===== src/rtl/fifo_rd_axis.sv =====
// fifo_rd_axis: read-side engine for the MAC TX FWFT FIFO.
// Pops whole, already-committed frames from the FIFO and presents them as
// AXI-Stream beats through a single output register, then enforces an
// inter-frame gap and reports the byte count of each completed frame.
//
// Handshake: a beat transfers on any rising edge where m_axis_tvalid and
// m_axis_tready are both high; once tvalid is raised the beat (tdata, tkeep,
// tlast) is held unchanged until it transfers, and tvalid never depends on
// tready. On the FIFO side, fifo_rd_en pops the word currently shown on
// fifo_rdata (first-word fall-through) and is only raised when !fifo_empty.
module fifo_rd_axis #(
    parameter int DATA_W     = 32,
    parameter int KEEP_W     = DATA_W / 8,
    parameter int MAX_FRAMES = 16,
    parameter int IFG_CYCLES = 3
) (
    input  logic                             clk,
    input  logic                             rst_n,
    input  logic [DATA_W+KEEP_W:0]           fifo_rdata,
    input  logic                             fifo_empty,
    output logic                             fifo_rd_en,
    input  logic                             frame_commit,
    output logic [DATA_W-1:0]                m_axis_tdata,
    output logic [KEEP_W-1:0]                m_axis_tkeep,
    output logic                             m_axis_tlast,
    output logic                             m_axis_tvalid,
    input  logic                             m_axis_tready,
    output logic [$clog2(MAX_FRAMES+1)-1:0]  frames_pending,
    output logic                             frame_done,
    output logic [15:0]                      frame_bytes,
    output logic                             busy,
    output logic                             err_overflow,
    output logic                             err_underrun
);

    localparam int PW = $clog2(MAX_FRAMES + 1);
    // Gap counter is at least one bit wide even when no gap is configured.
    localparam int GW = $clog2(IFG_CYCLES + 2);
    localparam int WW = DATA_W + KEEP_W + 1;

    typedef enum logic [1:0] {
        S_IDLE   = 2'd0,
        S_STREAM = 2'd1,
        S_DRAIN  = 2'd2,
        S_GAP    = 2'd3
    } state_t;

    state_t              state_q,  state_d;
    logic                tvalid_q, tvalid_d;
    logic [DATA_W-1:0]   tdata_q,  tdata_d;
    logic [KEEP_W-1:0]   tkeep_q,  tkeep_d;
    logic                tlast_q,  tlast_d;
    logic [PW-1:0]       pend_q,   pend_d;
    logic [15:0]         acc_q,    acc_d;
    logic [15:0]         fbytes_q, fbytes_d;
    logic                fdone_q,  fdone_d;
    logic [GW-1:0]       gap_q,    gap_d;
    logic                ovf_q,    ovf_d;
    logic                und_q,    und_d;

    logic                rd_last;
    logic [KEEP_W-1:0]   rd_keep;
    logic [DATA_W-1:0]   rd_data;
    logic                pop;
    logic                hs;
    logic [16:0]         beat_sum;
    logic [15:0]         beat_total;

    // Number of enabled bytes in a beat, widened so the add below can detect carry.
    function automatic logic [16:0] popcnt(input logic [KEEP_W-1:0] k);
        logic [16:0] cnt;
        cnt = '0;
        for (int i = 0; i < KEEP_W; i++) begin
            cnt = cnt + {16'd0, k[i]};
        end
        return cnt;
    endfunction

    // Split the FWFT word and derive the pop / transfer strobes.
    always_comb begin
        rd_last    = fifo_rdata[WW-1];
        rd_keep    = fifo_rdata[DATA_W +: KEEP_W];
        rd_data    = fifo_rdata[DATA_W-1:0];
        pop        = (state_q == S_STREAM) && !fifo_empty && (!tvalid_q || m_axis_tready);
        hs         = tvalid_q && m_axis_tready;
        beat_sum   = {1'b0, acc_q} + popcnt(tkeep_q);
        beat_total = beat_sum[16] ? 16'hFFFF : beat_sum[15:0];
    end

    // Output register: load on pop, empty on a transfer without refill, else hold.
    always_comb begin
        tvalid_d = tvalid_q;
        tdata_d  = tdata_q;
        tkeep_d  = tkeep_q;
        tlast_d  = tlast_q;
        if (pop) begin
            tvalid_d = 1'b1;
            tdata_d  = rd_data;
            tkeep_d  = rd_keep;
            tlast_d  = rd_last;
        end else if (hs) begin
            tvalid_d = 1'b0;
        end
    end

    // Committed-frame counter; a commit that finds it full is flagged, not counted.
    always_comb begin
        pend_d = pend_q;
        ovf_d  = ovf_q;
        if (frame_commit && (pend_q == PW'(MAX_FRAMES))) begin
            ovf_d = 1'b1;
        end
        if (frame_commit && !(pop && rd_last)) begin
            if (pend_q != PW'(MAX_FRAMES)) begin
                pend_d = pend_q + PW'(1);
            end
        end else if (!frame_commit && pop && rd_last) begin
            pend_d = pend_q - PW'(1);
        end
    end

    // Frame sequencing: wait for a committed frame, stream it, drain the last beat, gap.
    always_comb begin
        state_d = state_q;
        gap_d   = gap_q;
        und_d   = und_q;
        unique case (state_q)
            S_IDLE: begin
                if (pend_q != '0) begin
                    state_d = S_STREAM;
                end
            end
            S_STREAM: begin
                // The frame is fully buffered, so an empty FIFO here means the
                // writer broke the commit contract; flag it and keep waiting.
                if (fifo_empty) begin
                    und_d = 1'b1;
                end
                if (pop && rd_last) begin
                    state_d = S_DRAIN;
                end
            end
            S_DRAIN: begin
                if (hs && tlast_q) begin
                    if (IFG_CYCLES > 0) begin
                        state_d = S_GAP;
                        gap_d   = '0;
                    end else begin
                        state_d = S_IDLE;
                    end
                end
            end
            S_GAP: begin
                if (({1'b0, gap_q} + (GW+1)'(1)) >= (GW+1)'(IFG_CYCLES)) begin
                    state_d = S_IDLE;
                    gap_d   = '0;
                end else begin
                    gap_d = gap_q + GW'(1);
                end
            end
            default: begin
                state_d = S_IDLE;
            end
        endcase
    end

    // Byte accounting: accumulate per transfer, publish and clear on the last beat.
    always_comb begin
        acc_d    = acc_q;
        fbytes_d = fbytes_q;
        fdone_d  = 1'b0;
        if (hs) begin
            if (tlast_q) begin
                fbytes_d = beat_total;
                acc_d    = '0;
                fdone_d  = 1'b1;
            end else begin
                acc_d = beat_total;
            end
        end
    end

    // State and datapath registers.
    always_ff @(posedge clk or negedge rst_n) begin
        if (!rst_n) begin
            state_q  <= S_IDLE;
            tvalid_q <= 1'b0;
            tdata_q  <= '0;
            tkeep_q  <= '0;
            tlast_q  <= 1'b0;
            pend_q   <= '0;
            acc_q    <= '0;
            fbytes_q <= '0;
            fdone_q  <= 1'b0;
            gap_q    <= '0;
            ovf_q    <= 1'b0;
            und_q    <= 1'b0;
        end else begin
            state_q  <= state_d;
            tvalid_q <= tvalid_d;
            tdata_q  <= tdata_d;
            tkeep_q  <= tkeep_d;
            tlast_q  <= tlast_d;
            pend_q   <= pend_d;
            acc_q    <= acc_d;
            fbytes_q <= fbytes_d;
            fdone_q  <= fdone_d;
            gap_q    <= gap_d;
            ovf_q    <= ovf_d;
            und_q    <= und_d;
        end
    end

    assign fifo_rd_en     = pop;
    assign m_axis_tdata   = tdata_q;
    assign m_axis_tkeep   = tkeep_q;
    assign m_axis_tlast   = tlast_q;
    assign m_axis_tvalid  = tvalid_q;
    assign frames_pending = pend_q;
    assign frame_done     = fdone_q;
    assign frame_bytes    = fbytes_q;
    assign busy           = (state_q != S_IDLE);
    assign err_overflow   = ovf_q;
    assign err_underrun   = und_q;

endmodule


===== config.mk =====
export PLATFORM = sky130hd
export DESIGN_NAME = fifo_rd_axis
export DESIGN_NICKNAME = d
export VERILOG_FILES = /design/src/rtl/fifo_rd_axis.sv
export SDC_FILE = /design/constraint.sdc
export NUM_CORES = 1
export LEC_CHECK = 0
export BUFFER_PORTS_ARGS = -buffer_cell sky130_fd_sc_hd__buf_2
export CAP_MARGIN = 5
export CORE_MARGIN = 4
export CORE_UTILIZATION = 53
export CTS_CLUSTER_SIZE = 14
export DETAILED_ROUTE_END_ITERATION = 6
export PLACE_DENSITY = 0.8
export SYNTH_ARGS = -nofsm -noshare
export SYNTH_HDL_FRONTEND = slang
export SYNTH_SLANG_ARGS = --single-unit

===== constraint.sdc =====
create_clock -name clk -period 3.9 [get_ports clk]
set_input_delay 0.78 -clock clk [delete_from_list [all_inputs] [get_ports clk]]
set_output_delay 0.78 -clock clk [all_outputs]
set_load 0.005 [all_outputs]

==> results.md <==
Setup path:
- The worst setup path is launched from a flop.
- The critical path data arrival time is 3.50 ns.
- The worst setup path is of the flop to flop kind.
- In this run the worst path has a maximum fanout of 11.
- For the worst setup path, the data required time is 4.16 ns.
- The element type at the critical path end is a flop.

GRT:
- The maximum number of pins on one net before global-route repair is 84.
- The number of antenna violations at the first check in global routing was 0.
- In the global route stage, overall resource usage came out at 0.221.
- The first-pass GRT wire length is 15500 um.
- The number of global-route vias before repair came to 3265.
- The leftover overflow at the end of global routing is 0.

Floorplanning:
- The number of top-level design ports is 106.
- The die span in x is 95.8 um.
- The floorplan die area is 0.00918 mm^2.
- In this run the vertical extent of the chip is 95.8 um.
- The initial utilization of the core area, before any placement, comes to 0.554.
- Row generation in the floorplan step produced 31 rows.
- The core outline area is 0.00737 mm^2.

Synth:
- The basic-gate share of the synthesized area counting and, or, nand and nor cells is 0.116.
- The sequential element share of the synthesized area is 0.508.
- For this run, asynchronously set or reset flops after synthesis account for 1.00.
- The flip-flop and latch count after synthesis is 83.
- Dividing the synthesized area by the synthesized cell count gives 11.3 um^2.
- The synthesized-area fraction occupied by adder cells is 0.0502.
- The main combinational cell family by area after synthesis is compound AO/OA/AOI/OAI gates.
- The number of enable flip-flop cells after synthesis is 0.
- The net count of the mapped netlist is 417.
- Among all flip-flop cells after synthesis, the most frequent one is dfrtp_1.
- The count of cell types in the netlist is 52.
- Of the total synthesized cell area, the portion taken by XOR and XNOR cells is 0.0214.
- In this run the cell area of the synthesized design comes to 0.00409 mm^2.
- The number of warning messages in the yosys log is 0.
- The synthesized instance count is 361.
- The area fraction in compound gates after synthesis came to 0.146.
- The proportion of synthesized area in mux cells is 0.115.

Routing:
- The routed via count divided by cell count is 5.61.
- For this block, the routed nets add up to 9480 um of wire.
- In the final routing, the length of wire on met1 measures 3690 um.
- The highest layer used for signal routing is met4.
- Wire segments on met3 add up to 809 um in the final route.
- After detailed routing, the number of remaining DRC violations is 0.
- The routed layout has 3160 vias.
- The count of nets left with antenna violations once routing finished came out at 0.
- The pre-antenna-repair detailed-routing pass consisted of 4 iterations.
- Dividing the detail-routed wire length by the instance count gives 16.8 um.
- Detailed routing placed a total of 4770 um of wire on met2.
- The number of DRC violations after detailed-routing iteration 0 is 149.

Clock tree:
- TritonCTS built the clock tree.
- The clock root buffer is clkbuf_8.
- The clock net in this run drives a total of 83 sinks.
- The later pin in the worst-skew pair is clocked with a latency of 0.36 ns.
- The clock slew at the register clock pins of the worst setup and hold paths is 0.08 ns.
- The H-tree generated during clock tree synthesis spans 3 levels.
- The post-cts resize count is 0.
- Buffers inserted during clock tree synthesis total 9.
- After clock tree synthesis, the flow added hold-fix buffers numbering 0.
- The maximum buffer depth of the clock tree is 2.
- Post-CTS timing repair inserted 0 buffers for setup.

Status:
- The flow ran to the end, and the final reports show no timing, DRC or antenna violations.

Power and ir drop:
- Of the total power, the clock network draws 0.214.
- The switching part of the total is 0.345.
- IR analysis of the VDD net gives a maximum drop of 0.000437 V.
- Cell internal power was estimated by the tool at 2.31 mW.
- Power spread over the standard cell area amounts to 720 mW/mm^2.
- The share of total power dissipated in combinational logic is 0.388.
- The static power due to leakage is 2.29 nW.
- The fraction of power consumed by sequential logic is 0.398.
- For this design the total switching power over the nets is 1.22 mW.

Timing:
- The post-layout minimum cycle time is 3.23 ns.
- Clock skew on the completed layout was measured at 0.00838 ns.
- For the pin with the worst max-slew slack, the measured transition is 1.00 ns.
- Final hold analysis gives a worst-case slack of 0.461 ns.
- The maximum frequency from static timing analysis is 309 MHz.
- The final max-slew violation count is 0.
- The number of failing setup endpoints in the final timing report is 0.
- The final hold violation count is 0.
- The max-slew headroom at the worst pin is 0.332.
- Setup repair after global routing left no endpoint under its margin.
- The post-layout worst setup margin is 0.666 ns.
- The share of the clock period used by the worst path after layout is 0.829.
- For the final routed database, the setup TNS stands at 0 ns.

Place:
- The wire-length estimate of the detail-placed layout is 6710 um.
- The congestion estimate from routability-driven global placement came to 0.846.
- The worst setup slack before clock tree synthesis is 0.688 ns.
- After detailed placement, the total cell area comes to 0.00466 mm^2.
- Buffers placed on the I/O ports in this run total 105.

Final layout:
- The final instance area is 0.00490 mm^2.
- The area growth from synthesis to layout is 20.0%.
- The top cell types in the final layout, fill and taps aside, are buf_2, dfrtp_1, mux2_2.
- In the final design database the tool counted 515 nets.
- 0 antenna diodes ended up in the layout.
- In the final layout, flip-flops and latches occupy 0.00208 mm^2.
- The count of filler cells inserted in the layout is 582.
- The share of final-layout standard cells stronger than drive strength 1 is 0.377.
- The most common cell after layout, fill and taps aside is buf_2.
- The area of the multi-input gates is 0.00183 mm^2.

Hold path:
- The worst hold path belongs to the class flop to flop.

Job:
- The tool flagged a number of max-cap violations equal to 0.
-- through the flow --
stage | total power [mW] | std cells | util
4_1_cts | 3.57 | 563 | 0.665
2_1_floorplan | 2.23 | 361 | -
3_5_place_dp | 2.80 | 547 | 0.632
6_report | 3.53 | 563 | 0.665
5_1_grt | 3.80 | 563 | 0.665
3_3_place_gp | 2.72 | 547 | 0.632
-- sequential cells by signal (all words and copies together) (netlist names), 2 cells and up --
signal          flops
m_axis_tdata       32
gap_q               3
m_axis_tkeep        4
frames_pending      5
acc_q              16
frame_bytes        16
state_q             2
-- final cells by class --
cell class	instances	area share
flip-flops and latches	83	0.424
multi-input cells	237	0.374
repair buffers	107	0.111
clock buffers	9	0.0253
clock inverters	7	0.0253
well taps	99	0.0253
inverters	21	0.0161
-- worst paths after layout --
kind | slack, ns | cells past startpoint | endpoint | startpoint
worst max-delay path | 0.67 | 9 | acc_q[6]$_DFFE_PN0P_ | m_axis_tkeep[0]$_DFFE_PN0N_
worst min-delay path | 0.46 | 1 | err_underrun$_DFFE_PN0P_ | err_underrun$_DFFE_PN0P_
worst max register to register | 0.67 | 9 | acc_q[6]$_DFFE_PN0P_ | m_axis_tkeep[0]$_DFFE_PN0N_
worst min register to register | 0.46 | 1 | err_underrun$_DFFE_PN0P_ | err_underrun$_DFFE_PN0P_
max in group asynchronous | 2.67 | 1 | m_axis_tdata[11]$_DFFE_PN0N_ | rst_n
min in group asynchronous | 0.59 | 1 | acc_q[9]$_DFFE_PN0P_ | rst_n
-- cells by family (layout without fill, tap and decap cells) --
family,count (synthesis),after routing
buffers and inverters,41,144
flip-flops,83,83
AO/OA/AOI/OAI,86,86
adder cells (fa/ha/maj),14,14
AND/OR/NAND/NOR,85,85
XOR/XNOR,10,10
multiplexers,42,42
-- power by group through the flow --
stage	Clock [mW]	Sequential, mW	Combinational [mW]
after CTS	0.768	1.41	1.40
final	0.755	1.41	1.37
after global placement	0	1.40	1.32
after detailed placement	0	1.42	1.38
after global routing	0.811	1.45	1.54
after floorplan	0	1.42	0.818
-- Yosys cell counts, drive strengths merged (2+ instances only) --
| cell type | number | share of area |
|---|---|---|
| a2111oi | 3 | 0.011 |
| a211oi | 6 | 0.012 |
| a21o | 5 | 0.0092 |
| a21oi | 16 | 0.020 |
| a311oi | 2 | 0.0058 |
| a31o | 2 | 0.0043 |
| a31oi | 15 | 0.023 |
| a41oi | 2 | 0.0043 |
| and2 | 4 | 0.0061 |
| and3 | 5 | 0.0080 |
| buf | 11 | 0.016 |
| clkbuf | 9 | 0.0083 |
| dfrtp | 83 | 0.51 |
| fa | 4 | 0.020 |
| ha | 10 | 0.031 |
| inv | 21 | 0.019 |
| mux2 | 39 | 0.11 |
| mux2i | 3 | 0.0073 |
| nand2 | 21 | 0.019 |
| nand2b | 4 | 0.0061 |
| nand3 | 8 | 0.017 |
| nor2 | 21 | 0.019 |
| nor2b | 5 | 0.0077 |
| nor3 | 6 | 0.0073 |
| nor4 | 6 | 0.013 |
| o211ai | 2 | 0.0037 |
| o21a | 2 | 0.0037 |
| o21ai | 17 | 0.021 |
| o31ai | 5 | 0.0092 |
| o41ai | 2 | 0.0043 |
| or2 | 2 | 0.0031 |
| xnor2 | 6 | 0.013 |
| xor2 | 4 | 0.0086 |
-- layer usage --
layer / vias to the layer above / track usage
met5: - / 0
met4: 0 / 0.103
met3: 23 / 0.0711
met2: 133 / 0.381
met1: 1519 / 0.247
li1: 1485 / -
-- worst max-delay path, stage by stage, from the launching register on --
cell and delay, ns:
dfrtp_1 0.42, fa_1 0.54, inv_1 0.05, fa_1 0.39
inv_1 0.09, fa_1 0.31, nand3_4 0.18, nor4_4 0.52
nand3_2 0.31, a311oi_1 0.33
(Power assumes the default switching activity.)
